<file path="config.mk">
export PLATFORM = sky130hd
export DESIGN_NAME = imem_loader_flat
export DESIGN_NICKNAME = d
export VERILOG_FILES = /design/src/rtl/imem_loader_pkg.sv /design/src/rtl/imem_loader_if.sv /design/src/rtl/imem_byte_counter.sv /design/src/rtl/imem_loader.sv /design/src/flat_wrapper.sv
export SDC_FILE = /design/constraint.sdc
export NUM_CORES = 1
export LEC_CHECK = 0
export BUFFER_PORTS_ARGS = -buffer_cell sky130_fd_sc_hd__buf_4
export CAP_MARGIN = 0
export CORE_MARGIN = 8
export CORE_UTILIZATION = 55
export CTS_CLUSTER_SIZE = 14
export DETAILED_ROUTE_END_ITERATION = 10
export MAX_ROUTING_LAYER = met4
export PLACE_DENSITY_LB_ADDON = 0.12
export SYNTH_ARGS = -nofsm -noshare
export SYNTH_HDL_FRONTEND = slang
export SYNTH_SLANG_ARGS = --single-unit
</file>
<file path="constraint.sdc">
create_clock -name clk -period 2.35 [get_ports clk]
set_input_delay 0.47 -clock clk [delete_from_list [all_inputs] [get_ports clk]]
set_output_delay 0.47 -clock clk [all_outputs]
set_load 0.1 [all_outputs]
</file>
<file path="src/rtl/imem_loader_pkg.sv">
// imem_loader_pkg: shared state encoding, constants and checksum helper for
// the instruction-memory loader.
package imem_loader_pkg;

  typedef enum logic [2:0] {
    IDLE    = 3'd0,
    LOAD    = 3'd1,
    CHECK   = 3'd2,
    RELEASE = 3'd3,
    ERROR   = 3'd4
  } loader_state_t;

  localparam int BYTES_PER_WORD = 4;

  // Running XOR checksum over the image bytes.
  function automatic logic [7:0] checksum_update(input logic [7:0] acc,
                                                 input logic [7:0] data);
    return acc ^ data;
  endfunction

endpackage

</file>
<file path="src/rtl/imem_loader_if.sv">
// imem_loader_if: byte-stream input and instruction-memory write port of the
// loader. The master side feeds bytes and receives memory writes.
interface imem_loader_if #(parameter int ADDR_WIDTH = 8);

  logic [7:0]            byte_in;
  logic                  byte_valid;
  logic                  byte_ready;
  logic                  mem_write_enable;
  logic [ADDR_WIDTH-1:0] mem_address;
  logic [7:0]            mem_data;

  modport master (
    output byte_in, byte_valid,
    input  byte_ready, mem_write_enable, mem_address, mem_data
  );

  modport slave (
    input  byte_in, byte_valid,
    output byte_ready, mem_write_enable, mem_address, mem_data
  );

endinterface

</file>
<file path="src/rtl/imem_byte_counter.sv">
// imem_byte_counter: write-address counter that wraps modulo 2^ADDR_WIDTH,
// paired with a remaining-byte down counter whose terminal flag marks the
// last image byte.
module imem_byte_counter #(
  parameter int ADDR_WIDTH = 8
) (
  input  logic                  clk,
  input  logic                  reset,
  input  logic                  load,
  input  logic [ADDR_WIDTH-1:0] load_address,
  input  logic [ADDR_WIDTH:0]   load_bytes,
  input  logic                  step,
  output logic [ADDR_WIDTH-1:0] address,
  output logic                  last
);

  localparam logic [ADDR_WIDTH-1:0] ADDR_ONE  = {{(ADDR_WIDTH-1){1'b0}}, 1'b1};
  localparam logic [ADDR_WIDTH:0]   BYTES_ONE = {{ADDR_WIDTH{1'b0}}, 1'b1};

  logic [ADDR_WIDTH-1:0] address_r;
  logic [ADDR_WIDTH:0]   remaining_r;

  // Load on start, advance address and consume one byte on every step.
  always_ff @(posedge clk or negedge reset) begin
    if (!reset) begin
      address_r   <= {ADDR_WIDTH{1'b0}};
      remaining_r <= {(ADDR_WIDTH+1){1'b0}};
    end else if (load) begin
      address_r   <= load_address;
      remaining_r <= load_bytes;
    end else if (step) begin
      address_r   <= address_r + ADDR_ONE;
      remaining_r <= remaining_r - BYTES_ONE;
    end else begin
      address_r   <= address_r;
      remaining_r <= remaining_r;
    end
  end

  assign address = address_r;
  assign last    = (remaining_r == BYTES_ONE);

endmodule

</file>
<file path="src/rtl/imem_loader.sv">
// imem_loader: writes a big-endian program image from a byte stream into the
// instruction memory, verifies an XOR checksum trailer, holds the pipeline
// while loading and requests a CPU reset after a good load.
module imem_loader
  import imem_loader_pkg::*;
#(
  parameter int ADDR_WIDTH     = 8,
  parameter int RELEASE_CYCLES = 3
) (
  input  logic                  clk,
  input  logic                  reset,
  input  logic                  start,
  input  logic [ADDR_WIDTH-1:0] start_address,
  input  logic [ADDR_WIDTH-2:0] word_count,
  imem_loader_if.slave          bus,
  output logic                  cpu_hold,
  output logic                  cpu_reset_req,
  output logic                  done,
  output logic                  error
);

  localparam int BYTE_SHIFT    = $clog2(BYTES_PER_WORD);
  localparam int MAX_WORDS_INT = 1 << (ADDR_WIDTH - 2);
  localparam logic [ADDR_WIDTH-2:0] MAX_WORDS  = MAX_WORDS_INT[ADDR_WIDTH-2:0];
  localparam logic [ADDR_WIDTH-2:0] WORDS_ZERO = {(ADDR_WIDTH-1){1'b0}};
  localparam int REL_W         = (RELEASE_CYCLES > 1) ? $clog2(RELEASE_CYCLES) : 1;
  localparam int REL_LAST_INT  = RELEASE_CYCLES - 1;
  localparam logic [REL_W-1:0] REL_LAST = REL_LAST_INT[REL_W-1:0];
  localparam logic [REL_W-1:0] REL_ZERO = {REL_W{1'b0}};
  localparam logic [REL_W-1:0] REL_ONE  = {{(REL_W-1){1'b0}}, 1'b1};

  loader_state_t         state_r;
  logic [7:0]            checksum_r;
  logic [REL_W-1:0]      release_cnt_r;
  logic                  byte_ready_r;
  logic                  mem_write_enable_r;
  logic [ADDR_WIDTH-1:0] mem_address_r;
  logic [7:0]            mem_data_r;
  logic                  cpu_hold_r;
  logic                  cpu_reset_req_r;
  logic                  done_r;
  logic                  error_r;

  logic                  start_take_s;
  logic                  start_bad_s;
  logic                  accept_s;
  logic                  step_s;
  logic [ADDR_WIDTH:0]   total_bytes_s;
  logic [ADDR_WIDTH-1:0] cnt_address_s;
  logic                  cnt_last_s;

  assign total_bytes_s = {word_count, {BYTE_SHIFT{1'b0}}};

  // Decode start acceptance, start legality and the stream handshake.
  always_comb begin
    start_take_s = 1'b0;
    start_bad_s  = 1'b0;
    accept_s     = 1'b0;
    step_s       = 1'b0;
    if (state_r == IDLE || state_r == ERROR) begin
      start_take_s = start;
    end else begin
      start_take_s = 1'b0;
    end
    if (start_address[1:0] != 2'b00 || word_count > MAX_WORDS) begin
      start_bad_s = 1'b1;
    end else begin
      start_bad_s = 1'b0;
    end
    accept_s = bus.byte_valid & byte_ready_r;
    if (state_r == LOAD) begin
      step_s = accept_s;
    end else begin
      step_s = 1'b0;
    end
  end

  imem_byte_counter #(.ADDR_WIDTH(ADDR_WIDTH)) u_counter (
    .clk          (clk),
    .reset        (reset),
    .load         (start_take_s),
    .load_address (start_address),
    .load_bytes   (total_bytes_s),
    .step         (step_s),
    .address      (cnt_address_s),
    .last         (cnt_last_s)
  );

  // Loader FSM with checksum accumulation and registered outputs.
  always_ff @(posedge clk or negedge reset) begin
    if (!reset) begin
      state_r            <= IDLE;
      checksum_r         <= 8'h00;
      release_cnt_r      <= REL_ZERO;
      byte_ready_r       <= 1'b0;
      mem_write_enable_r <= 1'b0;
      mem_address_r      <= {ADDR_WIDTH{1'b0}};
      mem_data_r         <= 8'h00;
      cpu_hold_r         <= 1'b0;
      cpu_reset_req_r    <= 1'b0;
      done_r             <= 1'b0;
      error_r            <= 1'b0;
    end else begin
      mem_write_enable_r <= 1'b0;
      done_r             <= 1'b0;
      case (state_r)
        IDLE, ERROR: begin
          if (start_take_s) begin
            checksum_r    <= 8'h00;
            release_cnt_r <= REL_ZERO;
            error_r       <= start_bad_s;
            cpu_hold_r    <= 1'b1;
            if (start_bad_s) begin
              state_r      <= ERROR;
              byte_ready_r <= 1'b0;
            end else if (word_count == WORDS_ZERO) begin
              state_r      <= CHECK;
              byte_ready_r <= 1'b1;
            end else begin
              state_r      <= LOAD;
              byte_ready_r <= 1'b1;
            end
          end else begin
            state_r <= state_r;
          end
        end
        LOAD: begin
          if (accept_s) begin
            mem_write_enable_r <= 1'b1;
            mem_address_r      <= cnt_address_s;
            mem_data_r         <= bus.byte_in;
            checksum_r         <= checksum_update(checksum_r, bus.byte_in);
            if (cnt_last_s) begin
              state_r <= CHECK;
            end else begin
              state_r <= LOAD;
            end
          end else begin
            state_r <= LOAD;
          end
        end
        CHECK: begin
          // The trailer byte is compared only; it never reaches memory.
          if (accept_s) begin
            byte_ready_r <= 1'b0;
            if (bus.byte_in == checksum_r) begin
              state_r         <= RELEASE;
              cpu_reset_req_r <= 1'b1;
              release_cnt_r   <= REL_ZERO;
            end else begin
              state_r <= ERROR;
              error_r <= 1'b1;
            end
          end else begin
            state_r <= CHECK;
          end
        end
        RELEASE: begin
          if (release_cnt_r == REL_LAST) begin
            state_r         <= IDLE;
            cpu_reset_req_r <= 1'b0;
            cpu_hold_r      <= 1'b0;
            done_r          <= 1'b1;
          end else begin
            release_cnt_r <= release_cnt_r + REL_ONE;
          end
        end
        default: begin
          state_r         <= IDLE;
          byte_ready_r    <= 1'b0;
          cpu_hold_r      <= 1'b0;
          cpu_reset_req_r <= 1'b0;
          error_r         <= 1'b0;
        end
      endcase
    end
  end

  assign bus.byte_ready       = byte_ready_r;
  assign bus.mem_write_enable = mem_write_enable_r;
  assign bus.mem_address      = mem_address_r;
  assign bus.mem_data         = mem_data_r;
  assign cpu_hold             = cpu_hold_r;
  assign cpu_reset_req        = cpu_reset_req_r;
  assign done                 = done_r;
  assign error                = error_r;

endmodule

</file>
<file path="src/flat_wrapper.sv">
// flat-port wrapper written by rule: the top's interface ports become plain ports
module imem_loader_flat import imem_loader_pkg::*;
#(
  parameter int ADDR_WIDTH     = 8,
  parameter int RELEASE_CYCLES = 3
)
  (clk, reset, start, start_address, word_count, cpu_hold, cpu_reset_req, done, error, bus_byte_in, bus_byte_valid, bus_byte_ready, bus_mem_write_enable, bus_mem_address, bus_mem_data);
  imem_loader_if #(.ADDR_WIDTH(ADDR_WIDTH)) bus_i ();
  input  logic clk;
  input  logic reset;
  input  logic start;
  input  logic [ADDR_WIDTH-1:0] start_address;
  input  logic [ADDR_WIDTH-2:0] word_count;
  output logic cpu_hold;
  output logic cpu_reset_req;
  output logic done;
  output logic error;
  input wire logic [$bits(bus_i.byte_in)-1:0] bus_byte_in;
  input wire logic [$bits(bus_i.byte_valid)-1:0] bus_byte_valid;
  output wire logic [$bits(bus_i.byte_ready)-1:0] bus_byte_ready;
  output wire logic [$bits(bus_i.mem_write_enable)-1:0] bus_mem_write_enable;
  output wire logic [$bits(bus_i.mem_address)-1:0] bus_mem_address;
  output wire logic [$bits(bus_i.mem_data)-1:0] bus_mem_data;
  assign bus_i.byte_in = bus_byte_in;
  assign bus_i.byte_valid = bus_byte_valid;
  assign bus_byte_ready = bus_i.byte_ready;
  assign bus_mem_write_enable = bus_i.mem_write_enable;
  assign bus_mem_address = bus_i.mem_address;
  assign bus_mem_data = bus_i.mem_data;
  imem_loader #(.ADDR_WIDTH(ADDR_WIDTH), .RELEASE_CYCLES(RELEASE_CYCLES)) u_core (.clk(clk), .reset(reset), .start(start), .start_address(start_address), .word_count(word_count), .bus(bus_i), .cpu_hold(cpu_hold), .cpu_reset_req(cpu_reset_req), .done(done), .error(error));
endmodule
</file>
==> results of run 1 <==
==> worst paths after layout <==
| path | end | depth (start not counted) | slack [ns] |
|---|---|---|---|
| max in group asynchronous | u_core.bus.byte_ready$_DFFE_PN0P_ | 1 | 1.73 |
| min in group clk | u_core.u_counter.address[5]$_DFFE_PN0P_ | 3 | 0.36 |
| max | u_core.state_r[0]$_DFFE_PN0P_ | 5 | 0.31 |
| max reg2reg | u_core.state_r[0]$_DFFE_PN0P_ | 5 | 0.31 |
| min reg2reg | u_core.bus.mem_data[6]$_DFFE_PN0P_ | 2 | 0.48 |
| min | u_core.checksum_r[4]$_DFFE_PN0P_ | 1 | 0.18 |
==> flip-flops by register name, indices dropped and copies added, names as in the netlist, 2 cells and up <==
| signal | count |
|---|---|
| u_core.u_counter.address | 8 |
| u_core.checksum_r | 8 |
| u_core.state_r | 3 |
| u_core.release_cnt_r | 2 |
| u_core.bus.mem_address | 8 |
| u_core.bus.mem_data | 8 |
| u_core.u_counter.remaining_r | 9 |
==> per-layer routing <==
layer	vias up	GRT usage (%)
met5	-	-
met2	54	28.62
li1	1116	-
met3	4	5.405
met4	0	4.936
met1	1068	23.62
==> power by group <==
| group | switching [uW] | internal, uW | leakage (uW) | total, uW |
|---|---|---|---|---|
| combinational | 47.6 | 35.5 | 0.000809 | 83.1 |
| sequential | 0.633 | 895 | 0.000709 | 896 |
| clock | 311 | 211 | 0.0000404 | 523 |
==> kinds of logic (layout without fill, tap and decap cells) <==
| kind of cell | Yosys count | after routing |
|---|---|---|
| simple gates | 128 | 128 |
| xor+xnor | 15 | 15 |
| compound gates | 64 | 64 |
| mux | 3 | 3 |
| fa+ha+maj | 4 | 4 |
| flops | 52 | 52 |
| buf+inv | 27 | 78 |
==> worst register-to-register path: stages (launching register included) <==
cell,delay (ns)
dfrtp_1,0.43
or4_4,0.56
or3b_1,0.40
o21ai_1,0.14
o21ai_1,0.07
a221o_1,0.33
==> cell type report <==
type | instances | area (um2) | area share [%]
clock buffers | 5 | 68.82 | 2.171
clock inverters | 3 | 23.77 | 0.7501
inverters | 14 | 52.55 | 1.658
multi-input cells | 214 | 1235 | 38.97
flip-flops and latches | 52 | 1301 | 41.06
well taps | 54 | 67.56 | 2.132
repair buffers | 56 | 420.4 | 13.26
==> placed cells by master (no fill, tap or decap), types with 2 or more instances in the layout <==
cell | synthesis | layout
buf_4 | 1 | 56
xnor2_1 | 3 | 3
nor4_1 | 4 | 4
a22o_1 | 9 | 9
o21a_1 | 2 | 2
and3_1 | 4 | 4
o311ai_0 | 6 | 6
o32a_1 | 2 | 2
xor2_1 | 12 | 12
or4_1 | 4 | 4
o21ai_1 | 3 | 3
nand2_1 | 77 | 77
o21ai_0 | 24 | 24
a22oi_1 | 2 | 2
clkbuf_8 | 0 | 5
a31oi_1 | 2 | 2
o211ai_1 | 2 | 2
dfrtp_1 | 52 | 52
nand3b_1 | 2 | 2
ha_1 | 4 | 4
nand3_1 | 13 | 13
nor2_1 | 12 | 12
and2_1 | 5 | 5
a21oi_1 | 4 | 4
inv_1 | 13 | 13
clkinvlp_4 | 0 | 2
a32oi_1 | 2 | 2
mux2_2 | 2 | 2
==> per-stage QoR <==
step / hold WS (ns) / area (um2) / total power (uW)
2_1_floorplan: 0.1744 / 2646 / 930.1
3_3_place_gp: 0.4585 / 3077 / 996.6
3_5_place_dp: 0.4636 / 3077 / 997.6
4_1_cts: 0.2025 / 3169 / 1519
5_1_grt: 0.2326 / 3169 / 1558
6_report: 0.1825 / 3169 / 1501
==> reports/metrics.yaml, run 1 <==
floorplan:
  start_util_pct: 56.40
  rows: 25
  design.portCount: 49
  die_h_um: 85.37
  core_mm2: 0.004692
  die_x_um: 85.37
  die_area_mm2: 0.007287
yosys:
  synthTopCellsByCount: "nand2_1, dfrtp_1, o21ai_0"
  synth.avg_cell_area_um2: 9.032
  syn-num-nets: 324
  yosysWarnings: 0
  ys_ff_latch: 52
  yosysTopAreaCell: "dfrtp_1"
  seq_area_frac_synth_pct: 49.17
  synthArstFlopShare_pct: 100.0
  synth_edf_count: 0
  synth_mux_area_share_pct: 1.229
  synthCells: 293
  synth_compound_area_share_pct: 16.36
  synth_xor_area_share_pct: 4.965
  yosys.area_share.simple_pct: 22.22
  ys_types: 43
  syn_area_mm2: 0.002646
  synthAdderAreaFrac_pct: 1.891
  synth_top_family_by_area: "simple AND/OR/NAND/NOR gates"
  synth-main-ff-cell: "dfrtp_1"
  synth_top_area_share_pct: 49.17
  synth_area_leaders: "dfrtp_1, nand2_1, o21ai_0, xor2_1, a22o_1"
  yosysMostFrequentCell: "nand2_1"
global_route:
  grt_usage_pct: 18.67
  grt_max_degree: 53
  grt_pass1_wl_um: 10700
  grt_pass1_vias: 2232
  grt_remaining_overflow: 0
  antenna_found_initial: 0
route:
  wl_per_cell_um: 15.57
  ant_nets: 0
  wl_met1_um: 2982
  drtIter0Drc: 229
  routed.top_layer: "met4"
  viasPerCell: 5.633
  wl_met3_um: 373
  wirelength_um: 6196
  vias: 2242
  drc: 0
  wl_met2_um: 2804
  first_pass_iters: 4
setup_path:
  crit_top_cell: "o21ai_1"
  worst_setup_path_start_kind: "flip-flop"
  slowest_stage: "or4_4"
  path_max_fanout: 5
  cp_data_required_time_ns: 2.56
  max_stage_delay_ns: 0.56
  cp.arrival_ns: 2.24
  critPathBufInv: 0
  crit_family: "simple AND/OR/NAND/NOR gates"
  r2r-start: "u_core.u_counter.remaining_r[5]$_DFFE_PN0P_"
  cp_cell_sequence: "or4_4, or3b_1, o21ai_1, o21ai_1, a221o_1"
  crit_type: "flip-flop to flip-flop"
  cp-end-kind: "flip-flop"
  cp-startpoint: "u_core.u_counter.remaining_r[5]$_DFFE_PN0P_"
placement:
  globalplace.congestion: 0.8801
  portBuffers: 48
  place_hpwl_um: 4574
  dp_slack_ns: 0.3363
  dp_cells: 390
clocking:
  clock_latency_ns: 0.31
  cts_sinks: 52
  cts_resized: 0
  cts_tree: "done"
  htree_num_levels: 2
  root_buffer: "clkbuf_8"
  clk_pin_slew_ns: 0.10
  postCtsSetupBuffers: 0
  cts_inserted_buffers: 5
  postCtsHoldBufs: 0
  clk_path_buf_depth: 2
sta:
  final_max_slew_viol_count: 0
  setup_viol: 0
  period_minus_slack_ns: 2.039
  timing.slew.headroom_pct: 55.77
  grt_setup_unrepaired: "false"
  worst_pin_slew_ns: 0.6634
  clock_skew_ns: 0.009774
  worst_slack_ns: 0.3113
  min_period_over_period_pct: 86.75
  hold_viol_final: 0
  fmaxAchievable_mhz: 490.5
  setup_tns_ns: 0
job:
  maxCapViolations: 0
finish:
  area_growth_pct: 19.76
  nNetsFinal: 374
  diodes: 0
  post-route-util_pct: 67.55
  num-fill-cells: 402
  stdcell_count: 398
  drive_above_1_share_pct: 20.35
outcome:
  status: "completed"
power:
  cellLeakagePower_uw: 0.001559
  irDropWorstVdd_uv: 324.8
  power_density_mw_per_mm2: 473.7
min_path:
  worstHoldPathType: "input pin to asynchronous set/reset pin"
Note: power is estimated with default switching activity, not from simulation.
==> run 2, diff against run 1 <==
==> constraint.sdc (replaced) <==
create_clock -name clk -period 2.35 [get_ports clk]
set_input_delay 0.5875 -clock clk [delete_from_list [all_inputs] [get_ports clk]]
set_output_delay 0.5875 -clock clk [all_outputs]
set_load 0.1 [all_outputs]
==> reports/metrics.yaml, run 2 (synthesis gave the netlist of run 1 again) <==
global_route:
  grt_max_degree: 53
  grt_remaining_overflow: 0
  grt_usage_pct: 18.22
  antenna_found_initial: 0
  grt_pass1_vias: 2168
  grt_pass1_wl_um: 10350
finish:
  largest_reg_flops: 9
  drive_above_1_share_pct: 20.58
  final_area_mm2: 0.003177
  area_growth_pct: 20.05
  num-fill-cells: 386
  stdcell_count: 399
  mostFrequentLayoutCells: "nand2_1, buf_4, dfrtp_1"
  top_register: "u_core.u_counter.remaining_r"
  final_common_cell: "nand2_1"
  diodes: 0
  nNetsFinal: 375
sta:
  hold_viol_final: 0
  timing.slew.headroom_pct: 57.53
  clock_skew_ns: 0.007918
  min_period_over_period_pct: 87.86
  grt_setup_unrepaired: "false"
  fmaxAchievable_mhz: 484.3
  setup_viol: 0
  final_max_slew_viol_count: 0
  worst_pin_slew_ns: 0.6371
  setup_tns_ns: 0
  period_minus_slack_ns: 2.065
placement:
  place_hpwl_um: 4567
  dpl-instance-area_mm2: 0.003084
  dp_cells: 391
  portBuffers: 48
  globalplace.congestion: 0.8605
setup_path:
  cp_data_required_time_ns: 2.58
  crit_type: "flip-flop to flip-flop"
  path_max_fanout: 12
  reg2reg_depth: 6
  r2r-start: "u_core.state_r[1]$_DFFE_PN0P_"
  r2r-end: "u_core.u_counter.remaining_r[3]$_DFFE_PN0P_"
  crit_end: "u_core.u_counter.remaining_r[3]$_DFFE_PN0P_"
  cp-startpoint: "u_core.state_r[1]$_DFFE_PN0P_"
  worst_setup_path_start_kind: "flip-flop"
  cp.arrival_ns: 2.29
  cp-end-kind: "flip-flop"
  r2r_setup_slack_ns: 0.29
floorplan:
  start_util_pct: 56.40
  design.portCount: 49
  die_h_um: 85.37
  rows: 25
  die_x_um: 85.37
  die_area_mm2: 0.007287
  core_mm2: 0.004692
outcome:
  status: "completed"
route:
  wl_per_cell_um: 15.72
  viasPerCell: 5.689
  vias: 2270
  drtIter0Drc: 200
  ant_nets: 0
  first_pass_iters: 4
  drc: 0
  wirelength_um: 6272
power:
  irDropWorstVdd_uv: 325.4
  p_total_uw: 1501
  power_density_mw_per_mm2: 472.6
  cellLeakagePower_uw: 0.001575
clocking:
  cts_sinks: 52
  clk_pin_slew_ns: 0.10
  clock_latency_ns: 0.30
  postCtsSetupBuffers: 0
  cts_inserted_buffers: 5
  htree_num_levels: 2
  postCtsHoldBufs: 0
  cts_resized: 0
  root_buffer: "clkbuf_8"
  clk_path_buf_depth: 2
  cts_tree: "done"
job:
  maxCapViolations: 0
min_path:
  worstHoldPathType: "input pin to asynchronous set/reset pin"
-- run 2: changes by cell type in the layout (fill, tap and decap cells not counted) --
cell and change:
clkinv_4 -1, clkbuf_8 +1, clkinvlp_4 -2, buf_4 +1, clkinv_2 +2
-- run 2: worst min-delay path by stage --
stage	startpoint	endpoint	cells after the start
floorplan	reset	u_core.bus.byte_ready$_DFFE_PN0P_	0
finish	reset	u_core.done$_DFF_PN0_	1
CTS	reset	u_core.done$_DFF_PN0_	1
global placement	u_core.bus.mem_address[6]$_DFFE_PN0P_	u_core.bus.mem_address[6]$_DFFE_PN0P_	2
detailed placement	u_core.bus.mem_data[6]$_DFFE_PN0P_	u_core.bus.mem_data[6]$_DFFE_PN0P_	2
global route	reset	u_core.done$_DFF_PN0_	1
-- run 2: through the flow --
step | hold slack [ns] | utilization [%] | worst slack, ns
after global placement | 0.4598 | 65.73 | 0.3463
after floorplan | 0.2919 | - | 0.2002
final | 0.2981 | 67.71 | 0.2853
after global routing | 0.3563 | 67.71 | 0.1787
after detailed placement | 0.4638 | 65.73 | 0.3088
after CTS | 0.3285 | 67.71 | 0.2990
-- run 2: final cells by class --
cell class	instances	area, um2	share of cell area [%]
tap	54	67.56	2.127
timing repair buffer	57	427.9	13.47
clock inverter	2	10.01	0.3151
inverter	14	52.55	1.654
multi-input combinational	214	1235	38.87
clock buffer	6	82.58	2.599
sequential	52	1301	40.96
-- run 2: power by group --
part	internal (uW)	switching, uW
combinational	35.4	46.4
clock	236	289
sequential	895	0.509
-- run 2: per-layer routing --
layer / wire [um] / GRT usage [%]
met1: 2861 / 23.42
met2: 2812 / 27.06
met3: 501 / 5.019
met4: 96 / 6.210
met5: 0 / -
-- run 2: worst max-delay path, cell delays in order (launching register included) --
cell     delay, ns
dfrtp_1       0.53
nor3b_4       0.28
nand2_1       0.24
buf_4         0.25
or4_1         0.41
xor2_1        0.15
o21ai_1       0.12
